===== src/rtl/tile_pkg.sv =====
// Shared types and default widths for the tile read-stream engine and its tile buffers.
package tile_pkg;

  localparam int DEF_DATA_W = 8;
  localparam int DEF_DEPTH  = 4096;
  localparam int DEF_DIM_W  = 8;

  typedef enum logic [1:0] {
    IDLE  = 2'd0,
    RUN   = 2'd1,
    DRAIN = 2'd2,
    ZERO  = 2'd3
  } state_t;

  typedef struct packed {
    logic row_last;
    logic last;
  } tag_t;

endpackage


===== src/rtl/tile_rd_stream_if.sv =====
// Command, buffer-read and output-stream signals of the tile read engine.
interface tile_rd_stream_if #(
  parameter int DATA_W = 8,
  parameter int ADDR_W = 12,
  parameter int DIM_W  = 8
);
  logic              cmd_valid;
  logic              cmd_ready;
  logic [ADDR_W-1:0] cmd_base;
  logic [DIM_W-1:0]  cmd_rows;
  logic [DIM_W-1:0]  cmd_cols;
  logic [ADDR_W-1:0] cmd_stride;
  logic              buf_rd_en;
  logic [ADDR_W-1:0] buf_rd_addr;
  logic [DATA_W-1:0] buf_rd_data;
  logic              out_valid;
  logic              out_ready;
  logic [DATA_W-1:0] out_data;
  logic              out_row_last;
  logic              out_last;

  // master: the engine; slave: command source, tile buffer and stream sink
  modport master (
    input  cmd_valid, cmd_base, cmd_rows, cmd_cols, cmd_stride, buf_rd_data, out_ready,
    output cmd_ready, buf_rd_en, buf_rd_addr, out_valid, out_data, out_row_last, out_last
  );

  modport slave (
    output cmd_valid, cmd_base, cmd_rows, cmd_cols, cmd_stride, buf_rd_data, out_ready,
    input  cmd_ready, buf_rd_en, buf_rd_addr, out_valid, out_data, out_row_last, out_last
  );
endinterface


===== src/rtl/tile_rd_stream_fifo.sv =====
// Synchronous FIFO with combinational head read; push and pop together are legal even when full.
module stream_fifo #(
  parameter int WIDTH = 10,
  parameter int DEPTH = 4
) (
  input  logic                         clk,
  input  logic                         rst_n,
  input  logic                         push_i,
  input  logic [WIDTH-1:0]             wdata_i,
  input  logic                         pop_i,
  output logic [WIDTH-1:0]             rdata_o,
  output logic [$clog2(DEPTH+1)-1:0]   count_o
);
  localparam int PTR_W = (DEPTH <= 1) ? 1 : $clog2(DEPTH);
  localparam int CNT_W = $clog2(DEPTH+1);

  logic [WIDTH-1:0] mem_q [DEPTH];
  logic [PTR_W-1:0] wr_ptr_q, rd_ptr_q;
  logic [CNT_W-1:0] count_q;

  function automatic logic [PTR_W-1:0] ptr_inc(input logic [PTR_W-1:0] p);
    return (p == PTR_W'(DEPTH-1)) ? '0 : p + PTR_W'(1);
  endfunction

  always_ff @(posedge clk) begin
    if (push_i) mem_q[wr_ptr_q] <= wdata_i;
  end

  always_ff @(posedge clk or negedge rst_n) begin
    if (!rst_n) begin
      wr_ptr_q <= '0;
      rd_ptr_q <= '0;
      count_q  <= '0;
    end else begin
      if (push_i) wr_ptr_q <= ptr_inc(wr_ptr_q);
      if (pop_i)  rd_ptr_q <= ptr_inc(rd_ptr_q);
      case ({push_i, pop_i})
        2'b10:   count_q <= count_q + CNT_W'(1);
        2'b01:   count_q <= count_q - CNT_W'(1);
        default: count_q <= count_q;
      endcase
    end
  end

  assign rdata_o = mem_q[rd_ptr_q];
  assign count_o = count_q;
endmodule


===== src/rtl/tile_rd_stream.sv =====
// Tile read engine: walks a rows x cols tile in row-major order and streams the words out
// through a credit-limited FIFO that hides the buffer read latency and downstream stalls.
//
// state | meaning
// IDLE  | waiting for a command, cmd_ready high
// RUN   | issuing buffer reads as FIFO credit allows
// DRAIN | all reads issued, waiting for the out_last handshake, then done
// ZERO  | empty tile (rows or cols zero), pulse done only
module tile_rd_stream
  import tile_pkg::*;
#(
  parameter int DATA_W     = DEF_DATA_W,
  parameter int DEPTH      = DEF_DEPTH,
  parameter int ADDR_W     = (DEPTH <= 1) ? 1 : $clog2(DEPTH),
  parameter int DIM_W      = DEF_DIM_W,
  parameter int FIFO_DEPTH = 4
) (
  input  logic                  clk,
  input  logic                  rst_n,
  tile_rd_stream_if.master      bus,
  output logic                  busy,
  output logic                  done
);
  localparam int CNT_W = $clog2(FIFO_DEPTH+1);

  if (FIFO_DEPTH < 3) begin : g_bad_fifo_depth
    $error("tile_rd_stream: FIFO_DEPTH must be at least 3");
  end

  state_t            state_q, state_d;
  logic [ADDR_W-1:0] row_ptr_q, row_ptr_d, stride_q, stride_d;
  logic [DIM_W-1:0]  row_q, row_d, col_q, col_d, rows_q, rows_d, cols_q, cols_d;
  logic              inflight_q, done_q, done_d;
  tag_t              tag_q, rd_tag, head_tag;
  logic              rd_en, credit_ok, fifo_pop, fifo_valid;
  logic [DATA_W-1:0] head_data;
  logic [DATA_W+1:0] fifo_rdata;
  logic [CNT_W-1:0]  fifo_count;

  // Pops in the same cycle are not credited back, keeping the check purely registered
  assign credit_ok = (32'(fifo_count) + 32'(inflight_q) + 32'd1) <= 32'(FIFO_DEPTH);
  assign rd_tag.row_last = (col_q == cols_q - DIM_W'(1));
  assign rd_tag.last     = rd_tag.row_last && (row_q == rows_q - DIM_W'(1));

  assign fifo_valid = (fifo_count != '0);
  assign fifo_pop   = fifo_valid && bus.out_ready;
  assign {head_tag, head_data} = fifo_rdata;

  always_comb begin
    state_d   = state_q;
    row_ptr_d = row_ptr_q;
    stride_d  = stride_q;
    row_d     = row_q;
    col_d     = col_q;
    rows_d    = rows_q;
    cols_d    = cols_q;
    rd_en     = 1'b0;
    done_d    = 1'b0;
    unique case (state_q)
      IDLE: begin
        if (bus.cmd_valid) begin
          row_ptr_d = bus.cmd_base;
          stride_d  = bus.cmd_stride;
          rows_d    = bus.cmd_rows;
          cols_d    = bus.cmd_cols;
          row_d     = '0;
          col_d     = '0;
          state_d   = (bus.cmd_rows == '0 || bus.cmd_cols == '0) ? ZERO : RUN;
        end
      end
      RUN: begin
        if (credit_ok) begin
          rd_en = 1'b1;
          if (rd_tag.row_last) begin
            col_d     = '0;
            row_d     = row_q + DIM_W'(1);
            row_ptr_d = row_ptr_q + stride_q;
            if (rd_tag.last) state_d = DRAIN;
          end else begin
            col_d = col_q + DIM_W'(1);
          end
        end
      end
      DRAIN: begin
        if (done_q)                            state_d = IDLE;
        else if (fifo_pop && head_tag.last)    done_d  = 1'b1;
      end
      ZERO: begin
        done_d  = 1'b1;
        state_d = IDLE;
      end
      default: state_d = IDLE;
    endcase
  end

  always_ff @(posedge clk or negedge rst_n) begin
    if (!rst_n) begin
      state_q    <= IDLE;
      row_ptr_q  <= '0;
      stride_q   <= '0;
      row_q      <= '0;
      col_q      <= '0;
      rows_q     <= '0;
      cols_q     <= '0;
      inflight_q <= 1'b0;
      tag_q      <= '0;
      done_q     <= 1'b0;
    end else begin
      state_q    <= state_d;
      row_ptr_q  <= row_ptr_d;
      stride_q   <= stride_d;
      row_q      <= row_d;
      col_q      <= col_d;
      rows_q     <= rows_d;
      cols_q     <= cols_d;
      inflight_q <= rd_en;
      if (rd_en) tag_q <= rd_tag;
      done_q     <= done_d;
    end
  end

  stream_fifo #(.WIDTH(DATA_W+2), .DEPTH(FIFO_DEPTH)) u_fifo (
    .clk     (clk),
    .rst_n   (rst_n),
    .push_i  (inflight_q),
    .wdata_i ({tag_q, bus.buf_rd_data}),
    .pop_i   (fifo_pop),
    .rdata_o (fifo_rdata),
    .count_o (fifo_count)
  );

  assign bus.cmd_ready    = (state_q == IDLE);
  assign bus.buf_rd_en    = rd_en;
  assign bus.buf_rd_addr  = rd_en ? (row_ptr_q + ADDR_W'(col_q)) : '0;
  assign bus.out_valid    = fifo_valid;
  assign bus.out_data     = fifo_valid ? head_data : '0;
  assign bus.out_row_last = fifo_valid && head_tag.row_last;
  assign bus.out_last     = fifo_valid && head_tag.last;
  assign busy             = (state_q != IDLE);
  assign done             = done_q;
endmodule

===== src/flat_wrapper.sv =====
// flat-port wrapper written by rule: the top's interface ports become plain ports
module tile_rd_stream_flat import tile_pkg::*;
#(
  parameter int DATA_W     = DEF_DATA_W,
  parameter int DEPTH      = DEF_DEPTH,
  parameter int ADDR_W     = (DEPTH <= 1) ? 1 : $clog2(DEPTH),
  parameter int DIM_W      = DEF_DIM_W,
  parameter int FIFO_DEPTH = 4
)
  (clk, rst_n, busy, done, bus_cmd_valid, bus_cmd_base, bus_cmd_rows, bus_cmd_cols, bus_cmd_stride, bus_buf_rd_data, bus_out_ready, bus_cmd_ready, bus_buf_rd_en, bus_buf_rd_addr, bus_out_valid, bus_out_data, bus_out_row_last, bus_out_last);
  tile_rd_stream_if #(.DATA_W(DATA_W), .ADDR_W(ADDR_W), .DIM_W(DIM_W)) bus_i ();
  input  logic clk;
  input  logic rst_n;
  output logic busy;
  output logic done;
  input wire logic [$bits(bus_i.cmd_valid)-1:0] bus_cmd_valid;
  input wire logic [$bits(bus_i.cmd_base)-1:0] bus_cmd_base;
  input wire logic [$bits(bus_i.cmd_rows)-1:0] bus_cmd_rows;
  input wire logic [$bits(bus_i.cmd_cols)-1:0] bus_cmd_cols;
  input wire logic [$bits(bus_i.cmd_stride)-1:0] bus_cmd_stride;
  input wire logic [$bits(bus_i.buf_rd_data)-1:0] bus_buf_rd_data;
  input wire logic [$bits(bus_i.out_ready)-1:0] bus_out_ready;
  output wire logic [$bits(bus_i.cmd_ready)-1:0] bus_cmd_ready;
  output wire logic [$bits(bus_i.buf_rd_en)-1:0] bus_buf_rd_en;
  output wire logic [$bits(bus_i.buf_rd_addr)-1:0] bus_buf_rd_addr;
  output wire logic [$bits(bus_i.out_valid)-1:0] bus_out_valid;
  output wire logic [$bits(bus_i.out_data)-1:0] bus_out_data;
  output wire logic [$bits(bus_i.out_row_last)-1:0] bus_out_row_last;
  output wire logic [$bits(bus_i.out_last)-1:0] bus_out_last;
  assign bus_i.cmd_valid = bus_cmd_valid;
  assign bus_i.cmd_base = bus_cmd_base;
  assign bus_i.cmd_rows = bus_cmd_rows;
  assign bus_i.cmd_cols = bus_cmd_cols;
  assign bus_i.cmd_stride = bus_cmd_stride;
  assign bus_i.buf_rd_data = bus_buf_rd_data;
  assign bus_i.out_ready = bus_out_ready;
  assign bus_cmd_ready = bus_i.cmd_ready;
  assign bus_buf_rd_en = bus_i.buf_rd_en;
  assign bus_buf_rd_addr = bus_i.buf_rd_addr;
  assign bus_out_valid = bus_i.out_valid;
  assign bus_out_data = bus_i.out_data;
  assign bus_out_row_last = bus_i.out_row_last;
  assign bus_out_last = bus_i.out_last;
  tile_rd_stream #(.DATA_W(DATA_W), .DEPTH(DEPTH), .ADDR_W(ADDR_W), .DIM_W(DIM_W), .FIFO_DEPTH(FIFO_DEPTH)) u_core (.clk(clk), .rst_n(rst_n), .bus(bus_i), .busy(busy), .done(done));
endmodule

===== config.mk =====
export PLATFORM = sky130hd
export DESIGN_NAME = tile_rd_stream_flat
export DESIGN_NICKNAME = d
export VERILOG_FILES = /design/src/rtl/tile_pkg.sv /design/src/rtl/tile_rd_stream_if.sv /design/src/rtl/tile_rd_stream_fifo.sv /design/src/rtl/tile_rd_stream.sv /design/src/flat_wrapper.sv
export SDC_FILE = /design/constraint.sdc
export NUM_CORES = 1
export LEC_CHECK = 0
export BUFFER_PORTS_ARGS = -buffer_cell sky130_fd_sc_hd__buf_2
export CAP_MARGIN = 5
export CORE_ASPECT_RATIO = 0.8
export CORE_MARGIN = 4
export CORE_UTILIZATION = 30
export CTS_BUF_LIST = sky130_fd_sc_hd__clkbuf_2 sky130_fd_sc_hd__clkbuf_4 sky130_fd_sc_hd__clkbuf_8
export CTS_CLUSTER_DIAMETER = 60
export CTS_CLUSTER_SIZE = 40
export DETAILED_ROUTE_END_ITERATION = 12
export PLACE_DENSITY_LB_ADDON = 0.3
export SLEW_MARGIN = 20
export SYNTH_ARGS = -nofsm -noshare
export SYNTH_HDL_FRONTEND = slang
export SYNTH_SLANG_ARGS = --single-unit

===== constraint.sdc =====
create_clock -name clk -period 3.1 [get_ports clk]
set_input_delay 0.465 -clock clk [delete_from_list [all_inputs] [get_ports clk]]
set_output_delay 0.465 -clock clk [all_outputs]
set_load 0.005 [all_outputs]

# After elaboration in Yosys (flattened, before gate mapping)
# Memory sizes are Yosys's and may differ from the RTL's.
# Index checks and enable logic that the tools add are counted.
# W data, S select, Z words.
totals:
  ff_bits: 69
  word_cells: 89
  ram_bits: 40
  output_inout_bits: 27
  mem_count: 1
classes:
  muxes: 30
  addsub: 12
  order_cmp: 1
  n_reduce_logical: 17
  n_eq_ne: 14
mem_list:
  columns: ["memory", "depth", "word_bits", "read_ports", "rd_clocked_by_memory_dff", "wr", "line_no", "text"]
  rows:
  - ["u_core.u_fifo.mem_q", 4, 10, 1, 0, 1, "tile_rd_stream_fifo.sv:17", "logic [WIDTH-1:0] mem_q [DEPTH];"]
ops:
  columns: ["operator", "count"]
  rows:
  - ["$mux W12", 4]
  - ["$mux W8", 6]
  - ["$add A32 B1 Y32 const B", 1]
  - ["$le A32 B3 Y1 const B", 1]
  - ["$pmux W8 S2", 2]
  - ["$pmux W12 S2", 1]
  - ["$add A8 B1 Y8 const B", 2]
  - ["$eq A8 B8 Y1", 2]
  - ["$logic_not A8 Y1", 2]
  - ["$mux W2", 8]
  - ["$sub A8 B1 Y8 const B", 2]
  - ["$add A12 B12 Y12", 1]
  - ["$add A12 B8 Y12", 1]
  - ["$eq A2 B2 Y1 const B", 5]
  - ["$ne A2 B1 Y1 const B", 4]
  - ["$pmux W2 S4", 1]
  - ["$mux W1", 6]
  - ["$pmux W3 S2", 1]
  - ["$reduce_bool A2 Y1", 3]
  - ["$logic_and A1 B1 Y1", 5]
  - ["$reduce_and A5 Y1", 1]
  - ["$add A2 B1 Y2 const B", 2]
  - ["$add A3 B1 Y4", 1]
  - ["$eq A2 B1 Y1 const B", 2]
  - ["10 further kinds", 10]

# Logic depth before layout (Yosys ltp)
depth:
  ltp_word: 7
  mapped_depth: 11

# By module
# Synthesis repeated with hierarchy kept, for this count alone.
unflattened:
  cells_unflattened: 612
  area_unflattened_um2: 6276.0
by_module_without_submodules:
  columns: ["mod", "area_each_um2", "seq_area_each_um2", "instances", "cells_per_inst"]
  rows:
  - ["tile_rd_stream", 4431.8, 1551.5, 1, 527]
  - ["stream_fifo", 1844.3, 1376.3, 1, 85]

# Worst setup path before layout
# No wires, ideal clock.
synth_timing:
  path_type: "register to output"
  from: "register u_core.col_q[1]"
  to: "output port bus_buf_rd_addr[11]"
  slack_ps: 525
  stages_incl_launch_ff: 9
  t_arrival_ps: 2110
  cell_sequence: "dfrtp_1 ha_1 a21o_1 a21oi_1 o21bai_1 a2111o_1 a31oi_1 o21ai_0 a21oi_1"
synth_between:
  elab_chain_cells: 2
synth_rtl:
  columns: ["item", "line_no", "text"]
  rows:
  - ["from (decl)", "tile_rd_stream.sv:32", "logic [DIM_W-1:0] row_q, row_d, col_q, col_d, rows_q, rows_d, cols_q, cols_d;"]
  - ["from (signal assigned)", "tile_rd_stream.sv:113", "col_q <= col_d;"]
  - ["$add A12 B8 Y12", "tile_rd_stream.sv:134", "assign bus.buf_rd_addr = rd_en ? (row_ptr_q + ADDR_W'(col_q)) : '0;"]
  - ["$mux W12", "tile_rd_stream.sv:134", null]
  - ["to (decl)", "flat_wrapper.sv:25", "output wire logic [$bits(bus_i.buf_rd_addr)-1:0] bus_buf_rd_addr;"]
# Every way passes these cells.

# Worst setup path in the final report
layout_timing:
  from: "register u_core.col_q[0]"
  to: "output port bus_buf_rd_addr[11]"
# The elaborated chain is that of the path after synthesis.

==> impl_metrics.tcl <==
set metrics [dict create \
    status "completed" \
    r2r-end "u_core.row_q[5]" \
    die_area_um2 22800 \
    maxSlewViolCount 0 \
    yosysWarnings 0 \
    crit_fanout 4 \
    io_buffers 78 \
    period_needed_ps 3020 \
    crit_path_end_kind "primary output" \
    tns_ps 0 \
    ys_top_cells_by_count "69 x dfrtp_1, 51 x nand2_1, 41 x nor2_1" \
    synth_most_common_cell "dfrtp_1" \
    ys.flop_type "dfrtp_1" \
    antenna_found_initial 0 \
    hold_viol 0 \
    switching_share 0.428 \
    finalPower_mw 7.45 \
    grt_overflow 0 \
    synthTopCellsByArea "dfrtp_1 28%, edfxtp_1 20%, ha_1 6.3%" \
    gp_congestion 0.861 \
    area_growth_pct 16.3 \
    yosysTopAreaCell "dfrtp_1" \
    p_comb_frac 0.543 \
    drt-initial-drc-count 261 \
    p_sw_mw 3.19 \
    num_antenna_cells 0 \
    met1_usage 0.174 \
    finalCritPeriodShare 0.974 \
    clockPowerShare 0.111 \
    firstDrtPassIters 5 \
    grt_use_met3 0.0279 \
    htree_levels 3 \
    cts_buffers 9 \
    ir_drop_uv 495 \
    grt-busiest-layer "met2" \
    cp-start-kind "register" \
    internal_power_mw 4.26 \
    routedWlPerCell_um 16.0 \
    start_util 0.307 \
    r2r_slack_ps 420 \
    synth_edf_count 40 \
    clockRootBuffer "clkbuf_8" \
    hpwlAfterDp_um 10900 \
    grt_max_degree 37 \
    worstPathRequired_ps 2630 \
    chipHeight_um 136 \
    fin_skew_ps 24.2 \
    ys_types 57 \
    postLayoutCellArea_um2 7130 \
    crit_type "register to primary output" \
    synth_nets 652 \
    dieWidth_um 168 \
    grt_pass1_vias 4523 \
    p_leak_nw 3.01 \
    syn_avg_cell_area_um2 10.8 \
    synth.top_cell.area_share 0.282 \
    rows 46 \
    wirelength_um 14700 \
    fin_nets 738 \
    hold_path_class "primary input to async pin" \
    coreArea_um2 20000 \
    grt_pass1_wl_um 23600 \
    viasPerCell 4.98 \
    tightest_slew_ps 851 \
    route.detailed.drc 0 \
    cts_tree "done" \
    syn_area_um2 6130 \
    cts_sinks 109 \
    crit_start "u_core.col_q[0]" \
    slew_headroom 0.433 \
    grtUsageMet2 0.212 \
    maxCapViolations 0 \
    critPathArrivalTime_ps 2550 \
    fmax_mhz 331 \
    final_layout_size_suffix_gt1_frac 0.248 \
    final_util 0.357 \
    powerDensity_nw_per_um2 1040 \
    p_seq_frac 0.346 \
    synthArstFlopShare 0.633 \
    worstSkewPairLatency_ps 390 \
    ys_seq_area_frac 0.478 \
    ioPinCount 79 \
    r2r_cells 9 \
    synth_cells 566 \
    antenna_left 0 \
    clk_pin_slew_ps 120 \
    timing.rr.start "u_core.cols_q[0]" \
    groute.usage.overall 0.129 \
    clock_path_buffers 2 \
    placed_area_um2 6850 \
    setup_violations 0 \
    ys_ff_latch 109 \
    cp-endpoint "bus_buf_rd_addr[11]" \
    routed-via-count 4586 \
]
-- through the flow --
stage	worst slack, ps	hold WS, ps	instances
after floorplan	525	169	566
after global placement	298	492	897
after detailed placement	240	509	897
after CTS	35.3	177	915
after global routing	-22.0	195	920
final	80.3	164	920
-- worst max-delay path, stage by stage, from the launching register on --
cell	delay, ps
dfrtp_1	400
ha_1	240
a21o_1	200
a21oi_2	170
o21bai_1	120
a2111o_1	430
a31oi_4	230
o21ai_1	80
a21oi_1	160
buf_2	130
-- placed cells by master (no fill, tap or decap), types with 4 or more instances in the layout --
cell type	instances
or4_1	5
nand2_1	51
o211ai_1	4
or3_1	8
mux4_2	10
nor3b_1	4
buf_2	78
nor2b_1	8
a31oi_1	7
and2_1	21
xnor2_1	26
xor2_1	14
o31ai_1	4
nand3_1	13
dfrtp_1	67
buf_4	18
edfxtp_1	40
a211oi_1	5
mux2_2	27
nor3_1	14
nor4_1	4
ha_1	30
o21ai_0	23
nand2b_1	5
a21o_1	11
a21oi_1	30
nand4_1	4
nor2_1	41
clkbuf_8	9
inv_1	22
-- final cells by class --
type,instances,area [um2]
clock buffers,11,139
clock inverters,4,33.8
fillers,1950,12800
inverters,23,86.3
multi-input cells,412,3060
flip-flops and latches,109,2930
well taps,264,330
repair buffers,97,546
-- cells by family after synthesis --
kind of cell / Yosys count / synth area share
buffers and inverters: 45 / 0.0290
flip-flops: 109 / 0.478
XOR/XNOR: 40 / 0.0572
adder cells (fa/ha/maj): 34 / 0.0731
multiplexers: 37 / 0.0864
AO/OA/AOI/OAI: 109 / 0.115
AND/OR/NAND/NOR: 192 / 0.161
-- flip-flops by register name, summed over array words and instances (netlist names) --
name and cells:
u_core.col_q 8, u_core.cols_q 8, u_core.done 1, u_core.inflight_q 1, u_core.row_ptr_q 12, u_core.row_q 8
u_core.rows_q 8, u_core.state_q 2, u_core.stride_q 12, u_core.tag_q 2, u_core.u_fifo.count_o 3, u_core.u_fifo.mem_q 40
u_core.u_fifo.rd_ptr_q 2, u_core.u_fifo.wr_ptr_q 2
-- power by group through the flow --
stage               sequential [mW]  clock (mW)  combinational, mW
finish                         2.58       0.825               4.04
global route                   2.65       0.918               4.53
CTS                            2.58       0.863               3.98
detailed placement             2.63           0               3.88
global placement               2.60           0               3.77
floorplan                      2.39           0               2.97
-- worst min-delay path by stage --
| stage | from | endpoint | slack (ps) |
|---|---|---|---|
| after floorplan | rst_n | u_core.col_q[0] | 170 |
| after global placement | u_core.u_fifo.count_o[2] | u_core.u_fifo.count_o[2] | 490 |
| after detailed placement | u_core.stride_q[8] | u_core.stride_q[8] | 510 |
| after CTS | rst_n | u_core.row_q[2] | 180 |
| after global routing | rst_n | u_core.cols_q[3] | 200 |
| final | rst_n | u_core.cols_q[3] | 160 |
-- layer usage --
| metal | part of all wire | up-vias | wire length [um] |
|---|---|---|---|
| li1 | - | 2229 | - |
| met3 | 0.042 | 18 | 612 |
| met5 | 0 | - | 0 |
| met2 | 0.48 | 110 | 7090 |
| met4 | 0.014 | 0 | 206 |
| met1 | 0.46 | 2229 | 6810 |
-- repair_timing --
item,CTS,global route
hold buffers,0,0
gates resized for setup,5,7
pin swaps,1,6
setup endpoints to repair,5,8
setup buffers,3,5
(Power assumes the default switching activity.)
